**src/rtl/acquisition_controller_if.sv**
```systemverilog
// Signal bundle between the acquisition controller, the ADC stream, the sample RAM
// write port and the readout block.
interface acquisition_controller_if #(
  parameter int ADDR_W = 8,
  parameter int DATA_W = 8
);
  logic              arm;
  logic              abort;
  logic              single;
  logic              trig_rising;
  logic [DATA_W-1:0] trig_level;
  logic [DATA_W-1:0] adc_data;
  logic              adc_valid;
  logic [ADDR_W-1:0] mem_wr_addr;
  logic [DATA_W-1:0] mem_wr_data;
  logic              mem_we;
  logic              rd_activate;
  logic              rd_done;
  logic              busy;
  logic              triggered;
  logic              forced;
  logic [2:0]        state;

  modport master (
    output arm, abort, single, trig_rising, trig_level, adc_data, adc_valid, rd_done,
    input  mem_wr_addr, mem_wr_data, mem_we, rd_activate, busy, triggered, forced, state
  );

  modport slave (
    input  arm, abort, single, trig_rising, trig_level, adc_data, adc_valid, rd_done,
    output mem_wr_addr, mem_wr_data, mem_we, rd_activate, busy, triggered, forced, state
  );
endinterface

```
**src/rtl/acquisition_controller.sv**
```systemverilog
// Oscilloscope acquisition sequencer: arm, trigger search, DEPTH-sample capture,
// readout handshake and holdoff with optional auto re-arm.
module acquisition_controller #(
  parameter int ADDR_W         = 8,
  parameter int DATA_W         = 8,
  parameter int HOLDOFF_CYCLES = 5000000,
  parameter int AUTO_TIMEOUT   = 0
) (
  input logic                     clk_50mhz,
  input logic                     reset,
  acquisition_controller_if.slave bus
);

  typedef enum logic [2:0] {
    ST_IDLE    = 3'd0,
    ST_ARMED   = 3'd1,
    ST_CAPTURE = 3'd2,
    ST_READOUT = 3'd3,
    ST_HOLDOFF = 3'd4
  } state_e;

  localparam bit          TMO_EN    = (AUTO_TIMEOUT != 0);
  localparam logic [31:0] TMO_LAST  = TMO_EN ? 32'(AUTO_TIMEOUT - 1) : 32'd0;
  localparam logic [31:0] HOLD_LAST = (HOLDOFF_CYCLES > 0) ? 32'(HOLDOFF_CYCLES - 1) : 32'd0;
  // Write pointer runs one past the last address so "all DEPTH written" is explicit.
  localparam logic [ADDR_W:0] PTR_FULL = {1'b1, {ADDR_W{1'b0}}};
  localparam logic [ADDR_W:0] PTR_ONE  = {{ADDR_W{1'b0}}, 1'b1};

  function automatic logic level_cross(
    input logic              rising,
    input logic [DATA_W-1:0] prev,
    input logic [DATA_W-1:0] cur,
    input logic [DATA_W-1:0] lvl
  );
    if (rising) begin
      level_cross = (prev < lvl) && (cur >= lvl);
    end else begin
      level_cross = (prev > lvl) && (cur <= lvl);
    end
  endfunction

  state_e            state_q, state_d;
  logic [ADDR_W:0]   ptr_q, ptr_d;
  logic [ADDR_W-1:0] addr_q, addr_d;
  logic [DATA_W-1:0] data_q, data_d;
  logic              we_q, we_d;
  logic              ract_q, ract_d;
  logic              busy_q, busy_d;
  logic              trig_q, trig_d;
  logic              forced_q, forced_d;
  logic [DATA_W-1:0] prev_sample_q, prev_sample_d;
  logic              prev_valid_q, prev_valid_d;
  logic [31:0]       tmo_cnt_q, tmo_cnt_d;
  logic [31:0]       hold_cnt_q, hold_cnt_d;
  logic [1:0]        ro_cnt_q, ro_cnt_d;
  logic              rd_done_prev_q, rd_done_prev_d;
  logic              abort_lat_q, abort_lat_d;

  logic real_trig_s;
  logic timeout_hit_s;
  logic rd_edge_s;
  logic hold_done_s;

  assign real_trig_s   = prev_valid_q &&
                         level_cross(bus.trig_rising, prev_sample_q, bus.adc_data, bus.trig_level);
  assign timeout_hit_s = TMO_EN && (tmo_cnt_q == TMO_LAST);
  // rd_done is only trusted from the third READOUT cycle onward.
  assign rd_edge_s     = bus.rd_done && !rd_done_prev_q && (ro_cnt_q == 2'd2);
  assign hold_done_s   = (hold_cnt_q >= HOLD_LAST);

  // Next-state and registered-output computation.
  always_comb begin
    state_d        = state_q;
    ptr_d          = ptr_q;
    addr_d         = addr_q;
    data_d         = data_q;
    we_d           = 1'b0;
    ract_d         = 1'b0;
    trig_d         = trig_q;
    forced_d       = forced_q;
    prev_sample_d  = prev_sample_q;
    prev_valid_d   = prev_valid_q;
    tmo_cnt_d      = tmo_cnt_q;
    hold_cnt_d     = hold_cnt_q;
    ro_cnt_d       = ro_cnt_q;
    abort_lat_d    = abort_lat_q;
    rd_done_prev_d = bus.rd_done;

    case (state_q)
      ST_IDLE: begin
        if (bus.arm) begin
          state_d      = ST_ARMED;
          prev_valid_d = 1'b0;
          tmo_cnt_d    = 32'd0;
          trig_d       = 1'b0;
          forced_d     = 1'b0;
        end else begin
          state_d = ST_IDLE;
        end
      end

      ST_ARMED: begin
        if (TMO_EN && (tmo_cnt_q != TMO_LAST)) begin
          tmo_cnt_d = tmo_cnt_q + 32'd1;
        end else begin
          tmo_cnt_d = tmo_cnt_q;
        end
        if (bus.abort) begin
          state_d = ST_IDLE;
          trig_d  = 1'b0;
        end else if (bus.adc_valid && (real_trig_s || timeout_hit_s)) begin
          state_d  = ST_CAPTURE;
          we_d     = 1'b1;
          addr_d   = {ADDR_W{1'b0}};
          data_d   = bus.adc_data;
          ptr_d    = PTR_ONE;
          trig_d   = 1'b1;
          forced_d = !real_trig_s;
        end else if (bus.adc_valid) begin
          prev_sample_d = bus.adc_data;
          prev_valid_d  = 1'b1;
        end else begin
          state_d = ST_ARMED;
        end
      end

      ST_CAPTURE: begin
        if (bus.abort) begin
          state_d = ST_IDLE;
          trig_d  = 1'b0;
        end else if (ptr_q == PTR_FULL) begin
          state_d     = ST_READOUT;
          ract_d      = 1'b1;
          ro_cnt_d    = 2'd0;
          abort_lat_d = 1'b0;
        end else if (bus.adc_valid) begin
          we_d   = 1'b1;
          addr_d = ptr_q[ADDR_W-1:0];
          data_d = bus.adc_data;
          ptr_d  = ptr_q + PTR_ONE;
        end else begin
          state_d = ST_CAPTURE;
        end
      end

      ST_READOUT: begin
        abort_lat_d = abort_lat_q || bus.abort;
        if (ro_cnt_q != 2'd2) begin
          ro_cnt_d = ro_cnt_q + 2'd1;
        end else begin
          ro_cnt_d = ro_cnt_q;
        end
        if (rd_edge_s && (abort_lat_q || bus.abort)) begin
          state_d = ST_IDLE;
          trig_d  = 1'b0;
        end else if (rd_edge_s) begin
          state_d    = ST_HOLDOFF;
          hold_cnt_d = 32'd0;
        end else begin
          state_d = ST_READOUT;
        end
      end

      ST_HOLDOFF: begin
        if (bus.abort) begin
          state_d = ST_IDLE;
          trig_d  = 1'b0;
        end else if (hold_done_s && bus.single) begin
          state_d = ST_IDLE;
          trig_d  = 1'b0;
        end else if (hold_done_s) begin
          state_d      = ST_ARMED;
          trig_d       = 1'b0;
          forced_d     = 1'b0;
          prev_valid_d = 1'b0;
          tmo_cnt_d    = 32'd0;
        end else begin
          hold_cnt_d = hold_cnt_q + 32'd1;
        end
      end

      default: begin
        state_d = ST_IDLE;
        trig_d  = 1'b0;
      end
    endcase

    busy_d = (state_d != ST_IDLE);
  end

  // State and output registers.
  always_ff @(posedge clk_50mhz or negedge reset) begin
    if (!reset) begin
      state_q        <= ST_IDLE;
      ptr_q          <= {(ADDR_W+1){1'b0}};
      addr_q         <= {ADDR_W{1'b0}};
      data_q         <= {DATA_W{1'b0}};
      we_q           <= 1'b0;
      ract_q         <= 1'b0;
      busy_q         <= 1'b0;
      trig_q         <= 1'b0;
      forced_q       <= 1'b0;
      prev_sample_q  <= {DATA_W{1'b0}};
      prev_valid_q   <= 1'b0;
      tmo_cnt_q      <= 32'd0;
      hold_cnt_q     <= 32'd0;
      ro_cnt_q       <= 2'd0;
      rd_done_prev_q <= 1'b0;
      abort_lat_q    <= 1'b0;
    end else begin
      state_q        <= state_d;
      ptr_q          <= ptr_d;
      addr_q         <= addr_d;
      data_q         <= data_d;
      we_q           <= we_d;
      ract_q         <= ract_d;
      busy_q         <= busy_d;
      trig_q         <= trig_d;
      forced_q       <= forced_d;
      prev_sample_q  <= prev_sample_d;
      prev_valid_q   <= prev_valid_d;
      tmo_cnt_q      <= tmo_cnt_d;
      hold_cnt_q     <= hold_cnt_d;
      ro_cnt_q       <= ro_cnt_d;
      rd_done_prev_q <= rd_done_prev_d;
      abort_lat_q    <= abort_lat_d;
    end
  end

  assign bus.mem_wr_addr = addr_q;
  assign bus.mem_wr_data = data_q;
  assign bus.mem_we      = we_q;
  assign bus.rd_activate = ract_q;
  assign bus.busy        = busy_q;
  assign bus.triggered   = trig_q;
  assign bus.forced      = forced_q;
  assign bus.state       = state_q;

endmodule

```
**src/flat_wrapper.sv**
```systemverilog
// flat-port wrapper written by rule: the top's interface ports become plain ports
module acquisition_controller_flat 
#(
  parameter int ADDR_W         = 8,
  parameter int DATA_W         = 8,
  parameter int HOLDOFF_CYCLES = 5000000,
  parameter int AUTO_TIMEOUT   = 0
)
  (clk_50mhz, reset, bus_arm, bus_abort, bus_single, bus_trig_rising, bus_trig_level, bus_adc_data, bus_adc_valid, bus_rd_done, bus_mem_wr_addr, bus_mem_wr_data, bus_mem_we, bus_rd_activate, bus_busy, bus_triggered, bus_forced, bus_state);
  acquisition_controller_if #(.ADDR_W(ADDR_W), .DATA_W(DATA_W)) bus_i ();
  input logic clk_50mhz;
  input logic reset;
  input wire logic [$bits(bus_i.arm)-1:0] bus_arm;
  input wire logic [$bits(bus_i.abort)-1:0] bus_abort;
  input wire logic [$bits(bus_i.single)-1:0] bus_single;
  input wire logic [$bits(bus_i.trig_rising)-1:0] bus_trig_rising;
  input wire logic [$bits(bus_i.trig_level)-1:0] bus_trig_level;
  input wire logic [$bits(bus_i.adc_data)-1:0] bus_adc_data;
  input wire logic [$bits(bus_i.adc_valid)-1:0] bus_adc_valid;
  input wire logic [$bits(bus_i.rd_done)-1:0] bus_rd_done;
  output wire logic [$bits(bus_i.mem_wr_addr)-1:0] bus_mem_wr_addr;
  output wire logic [$bits(bus_i.mem_wr_data)-1:0] bus_mem_wr_data;
  output wire logic [$bits(bus_i.mem_we)-1:0] bus_mem_we;
  output wire logic [$bits(bus_i.rd_activate)-1:0] bus_rd_activate;
  output wire logic [$bits(bus_i.busy)-1:0] bus_busy;
  output wire logic [$bits(bus_i.triggered)-1:0] bus_triggered;
  output wire logic [$bits(bus_i.forced)-1:0] bus_forced;
  output wire logic [$bits(bus_i.state)-1:0] bus_state;
  assign bus_i.arm = bus_arm;
  assign bus_i.abort = bus_abort;
  assign bus_i.single = bus_single;
  assign bus_i.trig_rising = bus_trig_rising;
  assign bus_i.trig_level = bus_trig_level;
  assign bus_i.adc_data = bus_adc_data;
  assign bus_i.adc_valid = bus_adc_valid;
  assign bus_i.rd_done = bus_rd_done;
  assign bus_mem_wr_addr = bus_i.mem_wr_addr;
  assign bus_mem_wr_data = bus_i.mem_wr_data;
  assign bus_mem_we = bus_i.mem_we;
  assign bus_rd_activate = bus_i.rd_activate;
  assign bus_busy = bus_i.busy;
  assign bus_triggered = bus_i.triggered;
  assign bus_forced = bus_i.forced;
  assign bus_state = bus_i.state;
  acquisition_controller #(.ADDR_W(ADDR_W), .DATA_W(DATA_W), .HOLDOFF_CYCLES(HOLDOFF_CYCLES), .AUTO_TIMEOUT(AUTO_TIMEOUT)) u_core (.clk_50mhz(clk_50mhz), .reset(reset), .bus(bus_i));
endmodule
```
**config.mk**
```make
export PLATFORM = sky130hd
export DESIGN_NAME = acquisition_controller_flat
export DESIGN_NICKNAME = d
export VERILOG_FILES = /design/src/rtl/acquisition_controller_if.sv /design/src/rtl/acquisition_controller.sv /design/src/flat_wrapper.sv
export SDC_FILE = /design/constraint.sdc
export NUM_CORES = 1
export LEC_CHECK = 0
export BUFFER_PORTS_ARGS = -buffer_cell sky130_fd_sc_hd__buf_2
export CAP_MARGIN = 20
export CORE_ASPECT_RATIO = 1.2
export CORE_UTILIZATION = 50
export DETAILED_ROUTE_END_ITERATION = 10
export GPL_TIMING_DRIVEN = 0
export PLACE_DENSITY = 0.79
export SYNTH_ARGS = -nofsm -noshare
export SYNTH_HDL_FRONTEND = slang
export SYNTH_SLANG_ARGS = --single-unit
```
**constraint.sdc**
```tcl
create_clock -name clk_50mhz -period 3.15 [get_ports clk_50mhz]
set_input_delay 0.945 -clock clk_50mhz [delete_from_list [all_inputs] [get_ports clk_50mhz]]
set_output_delay 0.945 -clock clk_50mhz [all_outputs]
set_load 0.1 [all_outputs]
```
==> impl_metrics.json <==
{
  "cp.depth": 10,
  "chipWidth_um": 85.3,
  "first_global_vias": 3272,
  "path_clk_slew_ps": 100,
  "grt_max_degree": 64,
  "die_y_um": 102,
  "portBuffers": 47,
  "critPathLaunch": "bus_trig_level[7]",
  "htree_levels": 3,
  "grt.overflow.total": 0,
  "viasPerCell": 5.66,
  "cts_buffers": 9,
  "dpl.hpwl_mm": 6.36,
  "rr_worst_depth": 11,
  "first_iter_violations": 161,
  "finalHoldViolCount": 0,
  "rsz0062_at_grt": "false",
  "r2r_slack_ps": 510,
  "max-cap-violations": 0,
  "worstMarginPinSlew_ps": 825,
  "cts.sink_count": 78,
  "crit_type": "in2reg",
  "firstDrtPassIters": 7,
  "syn_to_final_growth_pct": 14.3,
  "cts.path.max_buffers": 2,
  "hold_slack_ps": 433,
  "stdcell_count": 569,
  "setup_ws_ps": 261,
  "synth_warnings": 0,
  "synth_area_um2": 4170,
  "synth_top_area_share_pct": 46.9,
  "hold_path_class": "in2async",
  "drc_errors": 1,
  "routed_wl_mm": 8.79,
  "wl_per_cell_um": 15.4,
  "final_common_cell": "dfrtp_1",
  "powerDensity_nw_per_um2": 694,
  "cts-root-buf": "clkbuf_8",
  "worstPathArrival_ps": 3130,
  "cts_tree": "built",
  "finClkSkew_ps": 18.2,
  "cp_slowest_stage_delay_ps": 410,
  "antenna_found_initial": 0,
  "status": "complete, but fails checks",
  "yosysTopAreaCell": "dfrtp_1",
  "pwr-share-seq_pct": 38.2,
  "crit_chain": "buf_2, inv_1, ha_1, nand2_1, o21ai_0, o21a_1, nor3_1, mux2_2, nor2_2, mux2_2",
  "die-area_um2": 8700,
  "p_comb_share_pct": 37.7,
  "synth_ff_type": "dfrtp_1",
  "max_freq_ghz": 0.346,
  "antenna_cells": 0,
  "core_um2": 8110,
  "final_cell_mix": "dfrtp_1 (78), buf_2 (48), nand2_1 (38)",
  "r2r_start": "u_core.bus.state[2]$_DFF_PN0_",
  "hold_buffers": 0,
  "cpMaxStageDelayCell": "nor2_2",
  "drive_above_1_share_pct": 22.8,
  "via_count": 3219,
  "leakagePower_nw": 2.27,
  "syn_area_per_cell_um2": 10.2,
  "dp.cells": 552,
  "finalMaxSlewViolations": 0,
  "switching_share_pct": 42.9,
  "finalCriticalPeriod_ps": 2890,
  "p_clk_share_pct": 24.1,
  "relSlewSlack_pct": 44.9,
  "track_usage_pct": 21.4,
  "cp_num_buf_inv": 2,
  "row_count": 36,
  "rr_endpoint": "u_core.ptr_q[7]$_DFFE_PN0P_",
  "place_ws_ps": -335,
  "io_pins": 48,
  "synth_nets": 453,
  "grt_pass1_wl_mm": 14.8,
  "synth_edf_count": 0,
  "layout_worst_path_cycle_share_pct": 91.7,
  "ys_types": 56,
  "synthTopCellsByArea": "dfrtp_1 (47%), ha_1 (6.0%), mux2_2 (4.1%), xnor2_1 (4.0%), nand2_1 (3.4%)",
  "crit_required_ps": 3390,
  "netlist_instances": 409,
  "finalSetupViolCount": 0,
  "path_max_fanout": 8,
  "violations": "DRC",
  "ant_nets": 0,
  "ys_seq_area_share_pct": 46.9,
  "p_sw_mw": 1.42,
  "ir_drop_mv": 0.292,
  "initial_core_util_pct": 51.4,
  "place_congestion": 0.878,
  "cp_common_cell": "mux2_2",
  "clkLatencyLatePin_ps": 360,
  "nNetsFinal": 513,
  "startpoint_type": "primary input",
  "synth-async-reset-ratio_pct": 100,
  "p_int_mw": 1.89,
  "ys_ff_latch": 78,
  "finish.utilization_pct": 58.7,
  "crit_family": "multiplexers",
  "worstSetupEndpoint": "u_core.prev_sample_q[3]$_DFFE_PN0P_",
  "worstSetupEndpointType": "register"
}
==> routing by layer <==
| layer | vias up | track usage [%] | wire length [µm] | share of wire (%) |
|---|---|---|---|---|
| met4 | 0 | 7.82 | 131 | 1.5 |
| li1 | 1577 | - | - | - |
| met1 | 1570 | 26.2 | 3790 | 43 |
| met5 | - | 0 | 0 | 0 |
| met3 | 13 | 3.23 | 242 | 2.8 |
| met2 | 59 | 38.7 | 4630 | 53 |
==> final cells by class <==
type                    instances  area, µm²
fillers                       735       3350
flip-flops and latches         78       1950
plain buffers                  17        125
inverters                      23       86.3
clock inverters                 7       80.1
clock buffers                   9        124
well taps                      95        119
multi-input cells             291       2000
repair buffers                 49        270
==> per-stage QoR <==
| step | total power, mW | area (µm²) | setup TNS (ps) |
|---|---|---|---|
| finish | 3.30 | 4760 | 0 |
| global route | 3.47 | 4760 | 0 |
| CTS | 3.32 | 4750 | 0 |
| detailed placement | 2.53 | 4550 | -2490 |
| global placement | 2.48 | 4520 | -1900 |
| floorplan | 2.27 | 4170 | 0 |
==> state kept, by name, indices dropped and copies added, names as in the netlist, 2 cells and up <==
register	flops
u_core.prev_sample_q	8
u_core.bus.mem_wr_addr	8
u_core.ptr_q	9
u_core.hold_cnt_q	32
u_core.bus.state	3
u_core.bus.mem_wr_data	8
u_core.ro_cnt_q	2
==> cell usage after synthesis (3+ instances only) <==
library cell  instances
mux2i_1               4
xnor2_1              19
nor3_1               13
a31oi_1               4
and3_1                4
o21ai_0              28
and2_1                9
nor3b_1               3
inv_1                23
nor2b_1               5
nand3b_1              3
dfrtp_1              78
clkbuf_1              7
nand2_1              38
o31ai_1               3
mux2_2               15
or3_1                 5
a21oi_1              15
a211o_1               3
nand4_1               9
o21ai_1               3
nor4_1                5
nor4b_1               5
ha_1                 20
nor2_1               30
buf_6                 5
nand3_1              11
==> logic make-up (layout without fill, tap and decap cells) <==
group / count (synthesis) / after routing / share of synthesized area [%]
simple gates: 155 / 155 / 19.8
fa+ha+maj: 20 / 20 / 6.01
buf+inv: 40 / 105 / 5.08
mux: 19 / 19 / 5.02
xor+xnor: 19 / 19 / 4.00
compound gates: 78 / 78 / 13.2
flops: 78 / 78 / 46.9
==> worst min path at each step <==
stage / cells past startpoint / slack, ps / to
6_report: 1 / 430 / u_core.bus.mem_wr_addr[4]$_DFFE_PN0P_
3_3_place_gp: 2 / 450 / u_core.bus.mem_wr_addr[6]$_DFFE_PN0P_
5_1_grt: 1 / 440 / u_core.ptr_q[1]$_DFFE_PN0P_
4_1_cts: 1 / 440 / u_core.ptr_q[1]$_DFFE_PN0P_
3_5_place_dp: 2 / 460 / u_core.bus.mem_wr_addr[6]$_DFFE_PN0P_
2_1_floorplan: 1 / 440 / u_core.hold_cnt_q[28]$_DFFE_PN0P_
==> power by group through the flow <==
stage               sequential, mW  combinational [mW]  clock, mW
floorplan                     1.83               0.440          0
global placement              1.27                1.21          0
detailed placement            1.28                1.24          0
CTS                           1.26                1.25      0.805
global route                  1.29                1.33      0.850
finish                        1.26                1.25      0.796
==> worst register-to-register path, cell delays in order, from the launching register on <==
cell and delay, ps:
dfrtp_1 400, buf_6 140, or3b_4 390, buf_6 140
a311oi_1 300, o21ai_1 90, a41oi_1 160, o21ai_1 140
buf_6 170, clkbuf_8 170, o21ai_0 290, o21ai_1 130
==> what timing repair did <==
item,in CTS,in global routing
gates resized for setup,0,1
setup endpoints to repair,0,8
buffers inserted,0,0
(Power assumes the default switching activity.)
